==> config.mk <==
export PLATFORM = sky130hd
export DESIGN_NAME = hls_call_seq
export DESIGN_NICKNAME = d
export VERILOG_FILES = /design/src/rtl/hls_call_seq.sv
export SDC_FILE = /design/constraint.sdc
export NUM_CORES = 1
export LEC_CHECK = 0
export CELL_PAD_IN_SITES_DETAIL_PLACEMENT = 1
export CELL_PAD_IN_SITES_GLOBAL_PLACEMENT = 1
export CORE_UTILIZATION = 50
export CTS_CLUSTER_DIAMETER = 200
export DETAILED_ROUTE_END_ITERATION = 10
export GPL_TIMING_DRIVEN = 0
export PLACE_DENSITY_LB_ADDON = 0.1
export SYNTH_ARGS = -nofsm -noshare
export SYNTH_HDL_FRONTEND = slang
export SYNTH_SLANG_ARGS = --single-unit
==> constraint.sdc <==
create_clock -name clk -period 9.4 [get_ports clk]
set_input_delay 1.41 -clock clk [delete_from_list [all_inputs] [get_ports clk]]
set_output_delay 1.41 -clock clk [all_outputs]
set_load 0.05 [all_outputs]
==> src/rtl/hls_call_seq.sv <==
// hls_call_seq: queues call requests and replays each as the core's pc0/setb/idle entry protocol.
// Optional HLS_CALL_TIMEOUT_EN aborts a run after TIMEOUT cycles and flags it via done_err.
module hls_call_seq #(
  parameter int PC_W      = 9,
  parameter int XLEN      = 32,
  parameter int DEPTH     = 4,
  parameter int SETUP_CYC = 3,
  parameter int HOLD_CYC  = 3,
  parameter int TIMEOUT   = 65535
) (
  input  logic                     clk,
  input  logic                     rst,
  input  logic                     cmd_valid,
  output logic                     cmd_ready,
  input  logic [PC_W-1:0]          cmd_pc,
  input  logic [XLEN-1:0]          cmd_ra,
  input  logic [XLEN-1:0]          cmd_a0,
  input  logic [XLEN-1:0]          cmd_sp,
  output logic [PC_W-1:0]          pc0,
  output logic [XLEN-1:0]          ra0,
  output logic [XLEN-1:0]          a00,
  output logic [XLEN-1:0]          sp0,
  output logic                     setb,
  input  logic                     idle,
  output logic                     busy,
  output logic                     done,
  output logic                     done_err,
  output logic [$clog2(DEPTH):0]   level
);
  localparam int AW = $clog2(DEPTH);
  localparam int LW = AW + 1;
  localparam int DW = PC_W + 3 * XLEN;
  localparam int PM = SETUP_CYC > HOLD_CYC ? SETUP_CYC : HOLD_CYC;
  localparam int CW = $clog2(PM + 1) + 1;
  localparam logic [2:0] S_IDLE = 3'd0, S_LOAD = 3'd1, S_RUN = 3'd2, S_HOLD = 3'd3, S_DONE = 3'd4;
  logic [DW-1:0] mem [DEPTH];
  logic [AW-1:0] wp, rp;
  logic [2:0] state, nxt;
  logic [CW-1:0] ph;
  logic push, pop, qual, tmo_hit;
  assign cmd_ready = level != LW'(DEPTH) && !rst;
  assign push = cmd_valid && cmd_ready;
  assign pop = state == S_IDLE && level != '0;
  // idle is only trusted once the core has had a cycle to leave its park state
  assign qual = idle && ph != '0;
  assign setb = state == S_RUN || state == S_HOLD;
  assign done = state == S_DONE;
  assign busy = state != S_IDLE || level != '0;
  always_comb
    nxt = state == S_IDLE ? (pop ? S_LOAD : S_IDLE) :
          state == S_LOAD ? (ph == CW'(SETUP_CYC) ? S_RUN : S_LOAD) :
          state == S_RUN  ? (qual || tmo_hit ? S_HOLD : S_RUN) :
          state == S_HOLD ? (ph == CW'(HOLD_CYC - 1) ? S_DONE : S_HOLD) : S_IDLE;
  always_ff @(posedge clk)
    if (push) mem[wp] <= {cmd_pc, cmd_ra, cmd_a0, cmd_sp};
  always_ff @(posedge clk or posedge rst)
    if (rst) begin
      wp <= '0;
      rp <= '0;
      level <= '0;
      state <= S_IDLE;
      ph <= '0;
      {pc0, ra0, a00, sp0} <= '0;
    end else begin
      wp <= push ? wp + AW'(1) : wp;
      rp <= pop ? rp + AW'(1) : rp;
      level <= level + LW'(push) - LW'(pop);
      state <= nxt;
      ph <= nxt != state ? '0 : state == S_RUN ? CW'(1) : ph + CW'(1);
      {pc0, ra0, a00, sp0} <= pop ? mem[rp] : {pc0, ra0, a00, sp0};
    end
`ifdef HLS_CALL_TIMEOUT_EN
  logic [31:0] tmo;
  logic err;
  assign tmo_hit = tmo == 32'(TIMEOUT);
  assign done_err = done && err;
  always_ff @(posedge clk or posedge rst)
    if (rst) begin
      tmo <= '0;
      err <= 1'b0;
    end else begin
      tmo <= state != S_RUN ? '0 : tmo + 32'd1;
      err <= state == S_LOAD ? 1'b0 : (state == S_RUN && !qual && tmo_hit) ? 1'b1 : err;
    end
`else
  assign tmo_hit = 1'b0;
  assign done_err = 1'b0;
`endif
endmodule

# ---- Word level (Yosys, flattened, before mapping)
# Memories as Yosys holds them, arrays and structs flattened. A register that Yosys moved wholly into a read port is not among the register bits.
# Index checks and enable logic that the tools add are counted.
dict set report totals {
  ramBits 420
  in_bits 109
  memories 1
  out_inout_bits 113
  regBits 13
  word_cells 42
}
# name depth word_bits rd rd_ports_with_merged_regs write_ports line
set memory_table {}
lappend memory_table {mem 4 105 1 1 1 36} ;# logic [DW-1:0] mem [DEPTH];
dict set report op_classes {
  reduce_logical 11
  eq_ne 8
  addsub 5
  n_mux 12
}
# cell count
set op_table {}
lappend op_table {{$mux 3} 7}
lappend op_table {{$eq 3x2->1 const B} 4}
lappend op_table {{$reduce_bool 3->1} 3}
lappend op_table {{$add 2x1->2 const B} 2}
lappend op_table {{$logic_and 1x1->1} 4}
lappend op_table {{$mux 1} 4}
lappend op_table {{$add 3x1->3} 1}
lappend op_table {{$add 3x1->3 const B} 1}
lappend op_table {{$eq 3x1->1 const B} 1}
lappend op_table {{$eq 3x3->1 const B} 1}
lappend op_table {{$logic_not 3->1} 1}
lappend op_table {{$ne 3x3->1} 1}
lappend op_table {{$ne 3x3->1 const B} 1}
lappend op_table {{$sub 3x1->3} 1}
lappend op_table {{$logic_or 1x1->1} 2}
lappend op_table {{$mux 2} 1}
lappend op_table {{$logic_not 1->1} 1}

# ---- Logic depth before layout (Yosys ltp)
dict set report depth {
  ltp_word 8
  ltp_mapped 12
  ltp_nobuf 10
}

# ---- Worst setup path before layout
# Ideal clock, no wire load.
dict set report synth_timing {
  path_type {input-to-reg}
  startpoint {in rst}
  endpoint {mem mem[0][0] (netlist bit), enable pin}
  setup_time_ns 0.477
  path_stages 2
  arrival_ns 4.915
  n_path_buf 0
  required_ns 8.923
  setup_slack_ns 4.009
  path_cell_list {a21oi_1 > and3_1}
}
dict set report synth_via {
  elab_chain_cells 5
}
# element line
set synth_rtl {}
lappend synth_rtl {{from (decl)} 12} ;# input logic rst,
lappend synth_rtl {{$logic_not 1->1 (no line)} --}
lappend synth_rtl {{$logic_and 1x1->1} 41} ;# assign cmd_ready = level != LW'(DEPTH) && !rst;
lappend synth_rtl {{$logic_and 1x1->1} 42} ;# assign push = cmd_valid && cmd_ready;
lappend synth_rtl {{$mux 1} 55} ;# if (push) mem[wp] <= {cmd_pc, cmd_ra, cmd_a0, cmd_sp};
lappend synth_rtl {{$mux 1 (implied by the code)} 55}
lappend synth_rtl {{to (decl)} 36}
# Every way passes these cells.

# ---- Worst setup path after layout
dict set report layout_timing {
  startpoint {in rst}
  endpoint {out cmd_ready}
}
dict set report layout_via {
  elab_chain_cells 2
}
# element line
set layout_rtl {}
lappend layout_rtl {{$logic_not 1->1 (no line)} --}
lappend layout_rtl {{$logic_and 1x1->1} 41}
lappend layout_rtl {{to (decl)} 14} ;# output logic cmd_ready,
# Every way passes these cells.

==> impl_results.md <==
- Result of the run: completed
- Vias in the first global route: about 11000
- Total track usage: between 20% and 30%
- Combinational family with the most area after synthesis: multiplexers
- Synth-to-layout area growth: 24.6%
- Critical-path cell with the highest stage delay: clkdlybuf4s50_1
- Total Wirelength: roughly 44 mm
- RR Endpoint: level[2]
- CP dominant cell by count: clkdlybuf4s50_1
- Sequential fraction of the synthesis area: 78.3%
- Number of violations reported at the end of detailed-routing iteration 0: 659
- Commonest non-fill, non-tap cells in the layout: edfxtp_1 (420), nand2_1 (318), clkdlybuf4s50_1 (220), dfrtp_1 (118), mux4_2 (105)
- Fraction of the mapped netlist area in compound gates: less than 1%
- Largest net degree at the start of global routing: 64
- Total number of vias: around 10000
- Type of origin of the critical path: primary input
- Share of final-layout standard cells stronger than drive strength 1: about 17%
- Total Die Area: ~0.041 mm^2
- Post-route antenna net violation count: 0
- Vias per cell: ~5.3
- Setup repair after global routing missed its margin: false
- Leakage power of the design: 9.07 nW
- Post-DP HPWL: between 20 and 30 mm
- Net count after synthesis: approximately 1200
- Post-Synthesis Cells: ~1100
- First-pass GRT wire length: 68.0 mm
- Area contributors post-synth: edfxtp_1 (63%), dfrtp_1 (15%), mux4_2 (12%), nand2_1 (6.0%), ha_1 (0.63%)
- Adder and majority cell fraction of the synthesized area: 0.730%
- Critical R2R Launch: level[0]
- R2r worst-path depth: 11
- Cell taking the most area after synthesis: edfxtp_1
- Most common library cell in the layout ignoring fill and taps: edfxtp_1
- Clk buf depth: 3
- Final hold violations: 0
- Post-synthesis simple-gate area fraction: under 10%
- Area share of xor/xnor cells in the synthesized design: less than 1%
- Power per unit of standard cell area: between 300 and 400 mW/mm^2
- Number of gates resized after CTS: 0
- Clock period minus worst slack: 4.58 ns
- Warnings, synthesis: 0
- Hold endpoint: a00[31]
- CTS clk-pin slew, worst paths: around 0.06 ns
- Horizontal die dimension: approximately 200 um
- Hold Path Depth: 2
- Critical Path End Type: primary output
- Worst Hold Launch: a00[31]
- Clock tree sinks: approximately 540
- Count of boundary I/O pins: about 220
- Final Setup Violations: 0
- Sum of negative setup slack: 0 ns
- Site Rows: 72
- Combined buffer and inverter count along the critical path: 2
- Final standard cell count with taps included and fillers excluded: 1922
- Clk Latency, worst-skew pair: 0.58 ns
- Peak VDD IR: 0.247 mV
- Core area: roughly 0.039 mm^2
- Portion of synthesized cell area occupied by the leading cell type: between 60 and 70%
- Hold buffer count at cts: 0
- Cells after DPL: ~1800
- Starting density of the core: about half
- Longest individual stage delay on the worst path: between 0.8 and 0.9 ns
- Worst min-delay path category: register to register
- Nets@finish: 1478
- Arrival time worst endpoint: around 3.2 ns
- Weighted congestion reported at the end of routability-driven placement: around 0.75
- WL per Instance: ~23 um
- Height of the die: 201 um
- Period utilisation layout: 48.8%
- Postcts setup bufs: 0
- CP Max Fanout: 6
- Ordered list of cells on the worst path: clkdlybuf4s50_1 -> a21oi_1 -> clkdlybuf4s50_1
- DRC violation count after routing: 0
- Worst hold slack after final layout: about 0.47 ns
- Max-capacitance violation count: 0
- First drt pass iteration count: 4
- Actual transition at the worst max-transition pin: a little over 0.7 ns
- H-tree depth reported by CTS: 2
- Antenna violations before repair: 3
- Cell family with most CP delay: buffers and inverters
- Post-synth design cell area: about 0.020 mm^2
- Required time reported for the critical path endpoint: 7.99 ns
- FF+latch count, synth: about 540
- GRT Residual Overflow: 0
- Count of unique library cells instantiated by Yosys: 32
- Max-slew violation count: 0
- Kind of critical path: primary input to primary output
- F_max: approximately 220 MHz
- Share of synthesized area spent on multiplexers: around an eighth
- TritonCTS clock tree: yes
- Cts bufs inserted: 54
- Clk_skew: 0.0126 ns
- Mean instance size in the synthesized netlist: around 19 um^2
- Cell chosen for the clock root: clkbuf_16
- Setup slack on the worst flop-to-flop path: roughly 6.4 ns
- Count of port buffers added during placement: 220
- Max-Slew Margin vs Limit: 52.4%
## registers in the layout, summed over array words and instances (netlist names)
| name | flops |
|---|---|
| pc0 | 9 |
| mem | 420 |
| state | 3 |
| wp | 2 |
| ph | 3 |
| ra0 | 32 |
| a00 | 32 |
| level | 3 |
| rp | 2 |
| sp0 | 32 |
## worst min-delay path: stages, from the launching register on
cell     delay (ns)
dfrtp_1        0.34
nand2_1        0.05
nand2_1        0.05
## cell type report
| class | count | area, um^2 |
|---|---|---|
| Clock inverter | 23 | 205 |
| Sequential cell | 538 | 15600 |
| Fill cell | 3424 | 14100 |
| Antenna cell | 1 | 2.50 |
| Buffer | 50 | 313 |
| Multi-Input combinational cell | 472 | 3980 |
| Timing Repair Buffer | 229 | 2450 |
| Tap cell | 518 | 648 |
| Inverter | 13 | 56.3 |
| Clock buffer | 78 | 1550 |
## worst max-delay path by stage
| stage | startpoint | endpoint | slack (ns) | cells after the start |
|---|---|---|---|---|
| after global routing | rst | cmd_ready | 4.78 | 3 |
| after detailed placement | rst | cmd_ready | 4.83 | 3 |
| after global placement | rst | mem[0][96] | 2.07 | 3 |
| after floorplan | rst | mem[0][0] | 4.01 | 2 |
| final | rst | cmd_ready | 4.82 | 3 |
| after CTS | rst | cmd_ready | 4.82 | 3 |
## cell usage after synthesis
cell type and count:
xnor2_1 5, a31oi_1 1, clkbuf_2 1, a211oi_1 1, and2_1 3, mux2_2 1
conb_1 1, edfxtp_1 420, buf_4 3, clkbuf_1 11, o2111ai_1 1, a311o_1 1
mux4_2 105, ha_1 10, and3_1 4, nand2_1 318, nor3b_1 2, buf_6 11
nand3_1 1, nand2b_1 2, fa_1 1, nor3_2 1, inv_4 1, nor2b_1 3
inv_1 12, o21ai_0 2, nor2_1 3, dfrtp_1 118, a21oi_1 4, nor3_1 1
buf_2 24, o311ai_0 1
## routing by layer
metal / GRT usage, % / share of wire [%] / vias to the layer above
met5: 0 / 0.088 / -
met4: 6.14 / 1.9 / 6
met3: 4.03 / 4.8 / 65
met2: 39.5 / 52 / 242
met1: 29.4 / 41 / 5371
li1: - / - / 4574
## power breakdown
part	switching [mW]	leakage, nW	internal, mW
clock	0.879	0.864	1.23
sequential	0.204	5.27	3.04
combinational	1.91	2.94	1.15
total	2.99	9.07	5.42
## per-stage QoR
stage               total power [mW]  setup WS (ns)  instance area, um^2  util, %
floorplan                       5.33           4.01                19900        -
finish                          8.41           4.82                24800     63.6
global route                    8.81           4.78                24800     63.6
global placement                6.31           2.07                22700     58.4
CTS                             8.54           4.82                24800     63.6
detailed placement              6.39           4.83                23000     59.1
## kinds of logic after synthesis
group                      count (synthesis)
DFF                                      538
and+or+nand+nor                          338
muxes                                    106
buffers and inverters                     63
adders and majority gates                 11
AOI/OAI and AO/OA                         11
xor gates and xnor gates                   5
other                                      1
No activity file was read; power rests on OpenSTA's default activity.
